<file path="src/rtl/binary_div_17_9_seq.sv">
// Sequential signed 17-bit by 9-bit divider: restoring shift-subtract on magnitudes,
// sign fix-up in a final cycle. Truncating quotient, remainder takes the dividend's sign.
module binary_div_17_9_seq (
    input  logic               clk,
    input  logic               rst_n,
    input  logic               start,
    input  logic signed [16:0] dividend,
    input  logic signed [8:0]  divisor,
    output logic signed [8:0]  Q,
    output logic signed [8:0]  R,
    output logic               busy,
    output logic               done,
    output logic               div_by_zero,
    output logic               overflow
);

    typedef enum logic [1:0] {StIdle, StCalc, StFix} state_e;

    state_e      state_q, state_d;
    logic [4:0]  cnt_q;
    logic [16:0] quo_q;
    logic [9:0]  rem_q;
    logic [8:0]  dvsr_q;
    logic        q_neg_q;
    logic        r_neg_q;
    logic        zero_q;

    logic [16:0] dvd_u, dvd_mag;
    logic [8:0]  dvs_u, dvs_mag;
    logic [9:0]  rem_sh, rem_nx;
    logic        ge;
    logic [16:0] quo_nx;
    logic [8:0]  q_fix, r_fix;
    logic        ovf_fix;

    // Magnitudes are computed unsigned so -65536 and -256 land on 17'h10000 / 9'h100.
    always_comb begin
        dvd_u   = dividend;
        dvs_u   = divisor;
        dvd_mag = dividend[16] ? (~dvd_u + 17'd1) : dvd_u;
        dvs_mag = divisor[8] ? (~dvs_u + 9'd1) : dvs_u;
    end

    always_comb begin
        rem_sh = 10'({rem_q, quo_q[16]});
        ge     = rem_sh >= {1'b0, dvsr_q};
        rem_nx = ge ? (rem_sh - {1'b0, dvsr_q}) : rem_sh;
        quo_nx = {quo_q[15:0], ge};
    end

    always_comb begin
        q_fix   = q_neg_q ? (~quo_q[8:0] + 9'd1) : quo_q[8:0];
        r_fix   = r_neg_q ? (~rem_q[8:0] + 9'd1) : rem_q[8:0];
        ovf_fix = q_neg_q ? (quo_q > 17'd256) : (quo_q > 17'd255);
    end

    always_comb begin
        state_d = state_q;
        busy    = (state_q != StIdle);
        case (state_q)
            StIdle: if (start) state_d = (divisor == 9'sd0) ? StFix : StCalc;
            StCalc: if (cnt_q == 5'd0) state_d = StFix;
            StFix:  state_d = StIdle;
            default: state_d = StIdle;
        endcase
    end

    always_ff @(posedge clk or negedge rst_n) begin
        if (!rst_n) begin
            state_q     <= StIdle;
            cnt_q       <= 5'd0;
            quo_q       <= 17'd0;
            rem_q       <= 10'd0;
            dvsr_q      <= 9'd0;
            q_neg_q     <= 1'b0;
            r_neg_q     <= 1'b0;
            zero_q      <= 1'b0;
            Q           <= 9'sd0;
            R           <= 9'sd0;
            done        <= 1'b0;
            div_by_zero <= 1'b0;
            overflow    <= 1'b0;
        end else begin
            state_q <= state_d;
            done    <= 1'b0;
            case (state_q)
                StIdle: begin
                    if (start) begin
                        cnt_q   <= 5'd16;
                        quo_q   <= dvd_mag;
                        rem_q   <= 10'd0;
                        dvsr_q  <= dvs_mag;
                        q_neg_q <= dividend[16] ^ divisor[8];
                        r_neg_q <= dividend[16];
                        zero_q  <= (divisor == 9'sd0);
                    end
                end
                StCalc: begin
                    quo_q <= quo_nx;
                    rem_q <= rem_nx;
                    cnt_q <= (cnt_q == 5'd0) ? 5'd0 : cnt_q - 5'd1;
                end
                StFix: begin
                    done <= 1'b1;
                    if (zero_q) begin
                        Q           <= 9'sd0;
                        R           <= 9'sd0;
                        div_by_zero <= 1'b1;
                        overflow    <= 1'b0;
                    end else begin
                        Q           <= q_fix;
                        R           <= r_fix;
                        div_by_zero <= 1'b0;
                        overflow    <= ovf_fix;
                    end
                end
                default: ;
            endcase
        end
    end

endmodule

</file>
<file path="config.mk">
export PLATFORM = sky130hd
export DESIGN_NAME = binary_div_17_9_seq
export DESIGN_NICKNAME = d
export VERILOG_FILES = /design/src/rtl/binary_div_17_9_seq.sv
export SDC_FILE = /design/constraint.sdc
export NUM_CORES = 1
export LEC_CHECK = 0
export BUFFER_PORTS_ARGS = -buffer_cell sky130_fd_sc_hd__buf_2
export CORE_ASPECT_RATIO = 1.2
export CORE_UTILIZATION = 35
export CTS_CLUSTER_DIAMETER = 50
export CTS_CLUSTER_SIZE = 30
export DETAILED_ROUTE_END_ITERATION = 7
export HOLD_SLACK_MARGIN = 0.03
export PLACE_DENSITY = 0.63
export SLEW_MARGIN = 20
export SYNTH_ARGS = -nofsm -noshare
export SYNTH_HDL_FRONTEND = slang
export SYNTH_SLANG_ARGS = --single-unit
</file>
<file path="constraint.sdc">
create_clock -name clk -period 2.4 [get_ports clk]
set_input_delay 0.36 -clock clk [delete_from_list [all_inputs] [get_ports clk]]
set_output_delay 0.36 -clock clk [all_outputs]
set_load 0.02 [all_outputs]
</file>
==> results.py, run 1 <==
metrics = {
    "layout": {
        "n_antenna_cell": 0,
        "area_growth_pct": 18.6,
        "nets": 551,
        "stdcell_count": 665,
        "drive_gt1_frac": 0.178,
    },
    "detailed_routing": {
        "drt-pass1-iter-count": 4,
        "vias": 3504,
        "routed_via_density": 5.27,
        "drt_iter0_markers": 294,
        "drtAntennaViolNets": 0,
        "route.detailed.drc": 0,
        "drt_wl_total_microns": 9410,
        "wl_per_cell_microns": 14.2,
    },
    "critical_path": {
        "cp_max_fo": 5,
        "r2r_slack_ps": 200,
        "crit_type": "reg2reg",
        "cp-start-kind": "flip-flop",
        "worstReg2RegEnd": "rem_q[6]",
        "arrival_ps": 2420,
        "endpoint_kind": "flip-flop",
        "cp.required_ps": 2620,
        "reg2reg_depth": 9,
        "r2r-start": "quo_q[16]",
    },
    "die": {
        "dieArea_sq_mm": 0.0120,
        "num_rows": 42,
        "start_util": 0.363,
        "die_h_microns": 120,
        "coreArea_sq_mm": 0.0111,
        "die_w_microns": 100,
        "io_pins": 51,
    },
    "clocking": {
        "path_clk_slew_ps": 50,
        "cts_buffer_depth": 2,
        "cts-buffers-inserted": 9,
        "cts_sinks": 66,
        "hold_buffers": 0,
        "cts_root_buffer": "clkbuf_16",
        "htreeDepth": 3,
        "tritoncts": "done",
        "clk_latency_ps": 340,
    },
    "sta": {
        "tightest_slew_ps": 803,
        "whs_ps": 18.3,
        "max_freq_mhz": 454,
        "maxSlewViolCount": 0,
        "period_minus_slack_ps": 2200,
        "min_period_over_period": 0.917,
        "skew_ps": 5.43,
        "slew_headroom": 0.458,
        "setup_viol": 0,
        "hold_violations": 0,
        "rsz0062_at_grt": "false",
        "setup_tns_ps": 0,
    },
    "logic_synthesis": {
        "syn-mean-instance-area_sq_um": 8.90,
        "synth_fp_nets": 499,
        "ys.flop_type": "dfrtp_1",
        "post-synth-top-count-cell": "dfrtp_1",
        "synth_seq_area_share": 0.409,
        "ys_top_cells_by_count": "dfrtp_1 (66), nand2_1 (57), o21ai_0 (50)",
        "synth_area_sq_mm": 0.00404,
        "syn_inst": 454,
        "ys_types": 58,
        "synth.top_cell.area_share": 0.409,
        "async_flop_share": 1.00,
        "yosysTopAreaCell": "dfrtp_1",
        "synth_edf_count": 0,
        "synth_warnings": 0,
        "synthTopCellsByArea": "dfrtp_1 (41%), o21ai_0 (6.2%), xor2_1 (5.4%), nand2_1 (5.3%), ha_1 (4.6%)",
        "ys_ff_latch": 66,
    },
    "status": {
        "status": "complete, no violations",
    },
    "global_route": {
        "grt_busiest_layer": "met2",
        "grt_max_degree": 67,
        "grt_first_pass_wirelength_microns": 16100,
        "use_met2": 0.271,
        "overflow": 0,
        "antenna_found_initial": 0,
        "grt.total_usage": 0.170,
        "met3_usage": 0.0227,
        "grt_pass1_vias": 3366,
        "grt_use_met1": 0.226,
    },
    "power": {
        "p_per_area_mw_per_mm2": 1390,
        "leakage_uw": 0.00212,
        "power_uw": 6640,
        "vdd_drop_max_mv": 0.402,
    },
    "placement": {
        "dp_hpwl_microns": 7080,
        "gp_congestion": 0.883,
        "io_buffers": 50,
        "dpl.cell_count": 649,
    },
    "run": {
        "cap_violations": 0,
    },
    "hold_path": {
        "hold_path_class": "in2async",
    },
}
==> flip-flops by register name (all words and copies together), names as in the netlist <==
| register | count |
|---|---|
| dvsr_q | 9 |
| Q | 9 |
| q_neg_q | 1 |
| state_q | 2 |
| r_neg_q | 1 |
| R | 9 |
| cnt_q | 5 |
| rem_q | 9 |
| overflow | 1 |
| zero_q | 1 |
| quo_q | 17 |
| done | 1 |
| div_by_zero | 1 |
==> how the worst max path moves through the flow <==
stage	from	endpoint	slack, ps	cells past startpoint
global placement	rem_q[2]	rem_q[6]	270	6
detailed placement	rem_q[2]	rem_q[6]	200	6
finish	quo_q[16]	rem_q[6]	200	9
CTS	rem_q[2]	rem_q[6]	180	6
floorplan	quo_q[16]	rem_q[6]	270	9
global route	quo_q[16]	rem_q[6]	6	9
==> critical path, cell delays in order, from the launching register on <==
cell and delay [ps]:
dfrtp_1 370, inv_1 60, ha_1 160, inv_1 60, fa_1 400, nand3_1 170, a31oi_1 130, o21ai_1 310
a211oi_1 140, a311o_1 290
==> power breakdown <==
group	switching (uW)	total [uW]	internal [uW]
logic	1890	3320	1430
registers	522	2130	1610
clock network	465	1180	720
==> placed cells by master (no fill, tap or decap), drive strengths merged, types with 3 or more instances in the layout <==
cell and n:
nand3 5, o21ai 55, o22ai 15, nand2b 10, or2 6, nor4 3
ha 15, inv 25, mux2i 3, o31ai 16, nor3 6, nor2 14
xor2 25, buf 67, xnor2 15, clkbuf 11, nand2 57, nor2b 3
nand3b 3, o311ai 3, dfrtp 66, nand4 10, a22oi 7, a21oi 11
clkinv 4, or4 6, o41ai 5, or3 7, a211oi 5
==> timing repair <==
action / in CTS / in global routing
resized for setup: 0 / 1
buffers inserted: 0 / 0
setup endpoints to repair: 0 / 5
endpoints found under the hold margin: 0 / 0
==> cells by family (layout without fill, tap and decap cells) <==
family                   after synthesis  after routing  share of synthesized area
buffers and inverters                 52            109                     0.0508
flip-flops                            66             66                      0.409
XOR/XNOR                              40             40                     0.0867
adder cells (fa/ha/maj)               16             16                     0.0514
AND/OR/NAND/NOR                      139            139                      0.175
multiplexers                           4              4                     0.0102
AO/OA/AOI/OAI                        137            137                      0.217
==> stage by stage <==
stage / instance area (sq um) / setup WS, ps / utilization
finish: 4790 / 198 / 0.430
global route: 4790 / 6.31 / 0.430
CTS: 4790 / 177 / 0.430
detailed placement: 4510 / 200 / 0.405
global placement: 4510 / 268 / 0.405
floorplan: 4040 / 265 / -
==> layer usage <==
metal,share of wire,wire [microns]
met3,0.041,387
met4,0.021,193
met1,0.47,4440
met2,0.47,4390
met5,0,0
==> cell type report <==
| type | count | area (sq um) |
|---|---|---|
| Sequential cell | 66 | 1650 |
| Timing Repair Buffer | 67 | 390 |
| Clock inverter | 5 | 30.0 |
| Clock buffer | 11 | 243 |
| Inverter | 26 | 97.6 |
| Multi-Input combinational cell | 336 | 2190 |
| Tap cell | 154 | 193 |
| Fill cell | 1132 | 6350 |
Note: power is estimated with default switching activity, not from simulation.
==> run 2: changes to the inputs <==
CORE_ASPECT_RATIO = 0.8   (was 1.2)
CORE_UTILIZATION = 55   (was 35)
PLACE_DENSITY = 0.86   (was 0.63)
==> run 2 against run 1 <==
Net effect: clock power down 28%; utilization up 23 points; critical endpoint unchanged; combinational power up 5%; the run now ends with DRC left; sequential cell count unchanged.
==> results.py, run 2 (synthesis gave the netlist of run 1 again) <==
metrics = {
    "status": {
        "status": "finished, violations left",
        "violations": "DRC",
    },
    "critical_path": {
        "slowest_delay_ps": 410,
        "crit_type": "reg2reg",
        "arrival_ps": 2480,
        "slowest_stage": "dfrtp_1",
        "cp_max_fo": 5,
        "path_buf_inv": 2,
        "reg2reg_depth": 9,
        "r2r-start": "quo_q[16]",
        "endpoint_kind": "flip-flop",
        "worstReg2RegEnd": "rem_q[6]",
        "critPathTopFamily": "compound AO/OA/AOI/OAI gates",
        "cpMostUsedCell": "inv_1",
        "r2r_slack_ps": 160,
        "cp-start-kind": "flip-flop",
        "cp.required_ps": 2630,
        "path_cells": "inv_1 -> ha_1 -> inv_1 -> fa_1 -> nand3_1 -> a31oi_1 -> o21ai_2 -> a211oi_1 -> a311o_1",
    },
    "layout": {
        "drive_gt1_frac": 0.187,
        "mostFrequentLayoutCells": "dfrtp_1 (66), nand2_1 (57), o21ai_0 (50), buf_2 (50)",
        "nFillCells": 583,
        "nets": 554,
        "final_core_util": 0.663,
        "area_growth_pct": 14.8,
        "regMostFlops": "quo_q",
        "stdcell_count": 601,
        "final_common_cell": "dfrtp_1",
        "n_antenna_cell": 0,
        "largest_reg_flops": 17,
    },
    "global_route": {
        "grt_first_pass_wirelength_microns": 16600,
        "antenna_found_initial": 0,
        "overflow": 0,
        "grt_max_degree": 37,
        "grt.total_usage": 0.277,
        "grt_pass1_vias": 3533,
    },
    "sta": {
        "fin_ws_ps": 157,
        "min_period_over_period": 0.935,
        "max_freq_mhz": 446,
        "period_minus_slack_ps": 2240,
        "skew_ps": 3.50,
        "hold_violations": 0,
        "setup_viol": 0,
        "tightest_slew_ps": 729,
        "maxSlewViolCount": 0,
        "whs_ps": 51.9,
        "slew_headroom": 0.508,
    },
    "clocking": {
        "htreeDepth": 3,
        "clk_latency_ps": 350,
        "cts_sinks": 66,
        "tritoncts": "done",
        "cts-buffers-inserted": 9,
        "path_clk_slew_ps": 70,
        "cts_root_buffer": "clkbuf_8",
        "cts_buffer_depth": 2,
        "post_cts_buffers": 0,
    },
    "detailed_routing": {
        "drt_iter0_markers": 394,
        "drt_wl_total_microns": 9890,
        "dr_wl_met3_microns": 773,
        "routed-wl-met2_microns": 4510,
        "drt-pass1-iter-count": 7,
        "wl_met1_microns": 4460,
        "routed_via_density": 6.23,
        "top_layer": "met4",
        "vias": 3747,
        "wl_per_cell_microns": 16.4,
        "drtAntennaViolNets": 0,
        "route.detailed.drc": 12,
    },
    "power": {
        "vdd_drop_max_mv": 0.766,
        "leakage_uw": 0.00209,
        "p_per_area_mw_per_mm2": 1390,
    },
    "die": {
        "start_util": 0.578,
        "coreArea_sq_mm": 0.00699,
        "num_rows": 27,
        "die_h_microns": 78.6,
        "dieArea_sq_mm": 0.00769,
        "die_w_microns": 97.8,
        "io_pins": 51,
    },
    "placement": {
        "dpl.cell_count": 585,
        "post-place-ws_ps": 127,
        "gp_congestion": 0.920,
        "dp_hpwl_microns": 7240,
        "io_buffers": 50,
    },
    "hold_path": {
        "hold_path_class": "in2async",
    },
    "run": {
        "cap_violations": 0,
    },
}
==> run 2: cell count changes in the layout (fill, tap and decap cells not counted), sizes merged <==
cell / change
clkinv: -1
clkbuf: -1
buf: +3
inv: +1
clkinvlp: +1
==> run 2: area by class of cell <==
class	instances	area [sq um]	area share
timing repair buffer	70	413	0.0890
tap	87	109	0.0235
clock inverter	6	41.3	0.00890
sequential	66	1650	0.356
clock buffer	10	138	0.0297
inverter	26	97.6	0.0210
multi-input combinational	336	2190	0.472
==> run 2: repair_timing <==
action / CTS / global route
hold buffers: 0 / 0
gates resized for setup: 0 / 2
endpoints found under the setup margin: 0 / 7
==> run 2: metrics by stage <==
stage          power (uW)  TNS [ps]  area [sq um]
3_5_place_dp         5520         0          4450
6_report             6460         0          4640
2_1_floorplan        4460         0          4040
4_1_cts              6400         0          4630
3_3_place_gp         5330         0          4450
5_1_grt              6950    -0.967          4640
==> run 2: where the power goes <==
group          internal (uW)  total, uW  switching, uW  leakage [uW]
clock network            402        854            453     0.0000847
registers               1610       2100            494      0.000816
logic                   1460       3500           2040       0.00119
==> run 2: worst max path at each step <==
stage	depth (start not counted)	end	from	slack, ps
after floorplan	9	rem_q[6]	quo_q[16]	270
after global placement	9	rem_q[8]	quo_q[16]	230
after detailed placement	9	rem_q[6]	quo_q[16]	130
after CTS	9	rem_q[6]	quo_q[16]	100
after global routing	9	rem_q[4]	quo_q[16]	-0.8
final	9	rem_q[6]	quo_q[16]	160
==> run 2: routing by layer <==
layer,vias to the layer above,global-route usage
li1,1753,-
met1,1794,0.364
met2,185,0.443
met3,15,0.0677
met4,0,0.108
met5,-,0
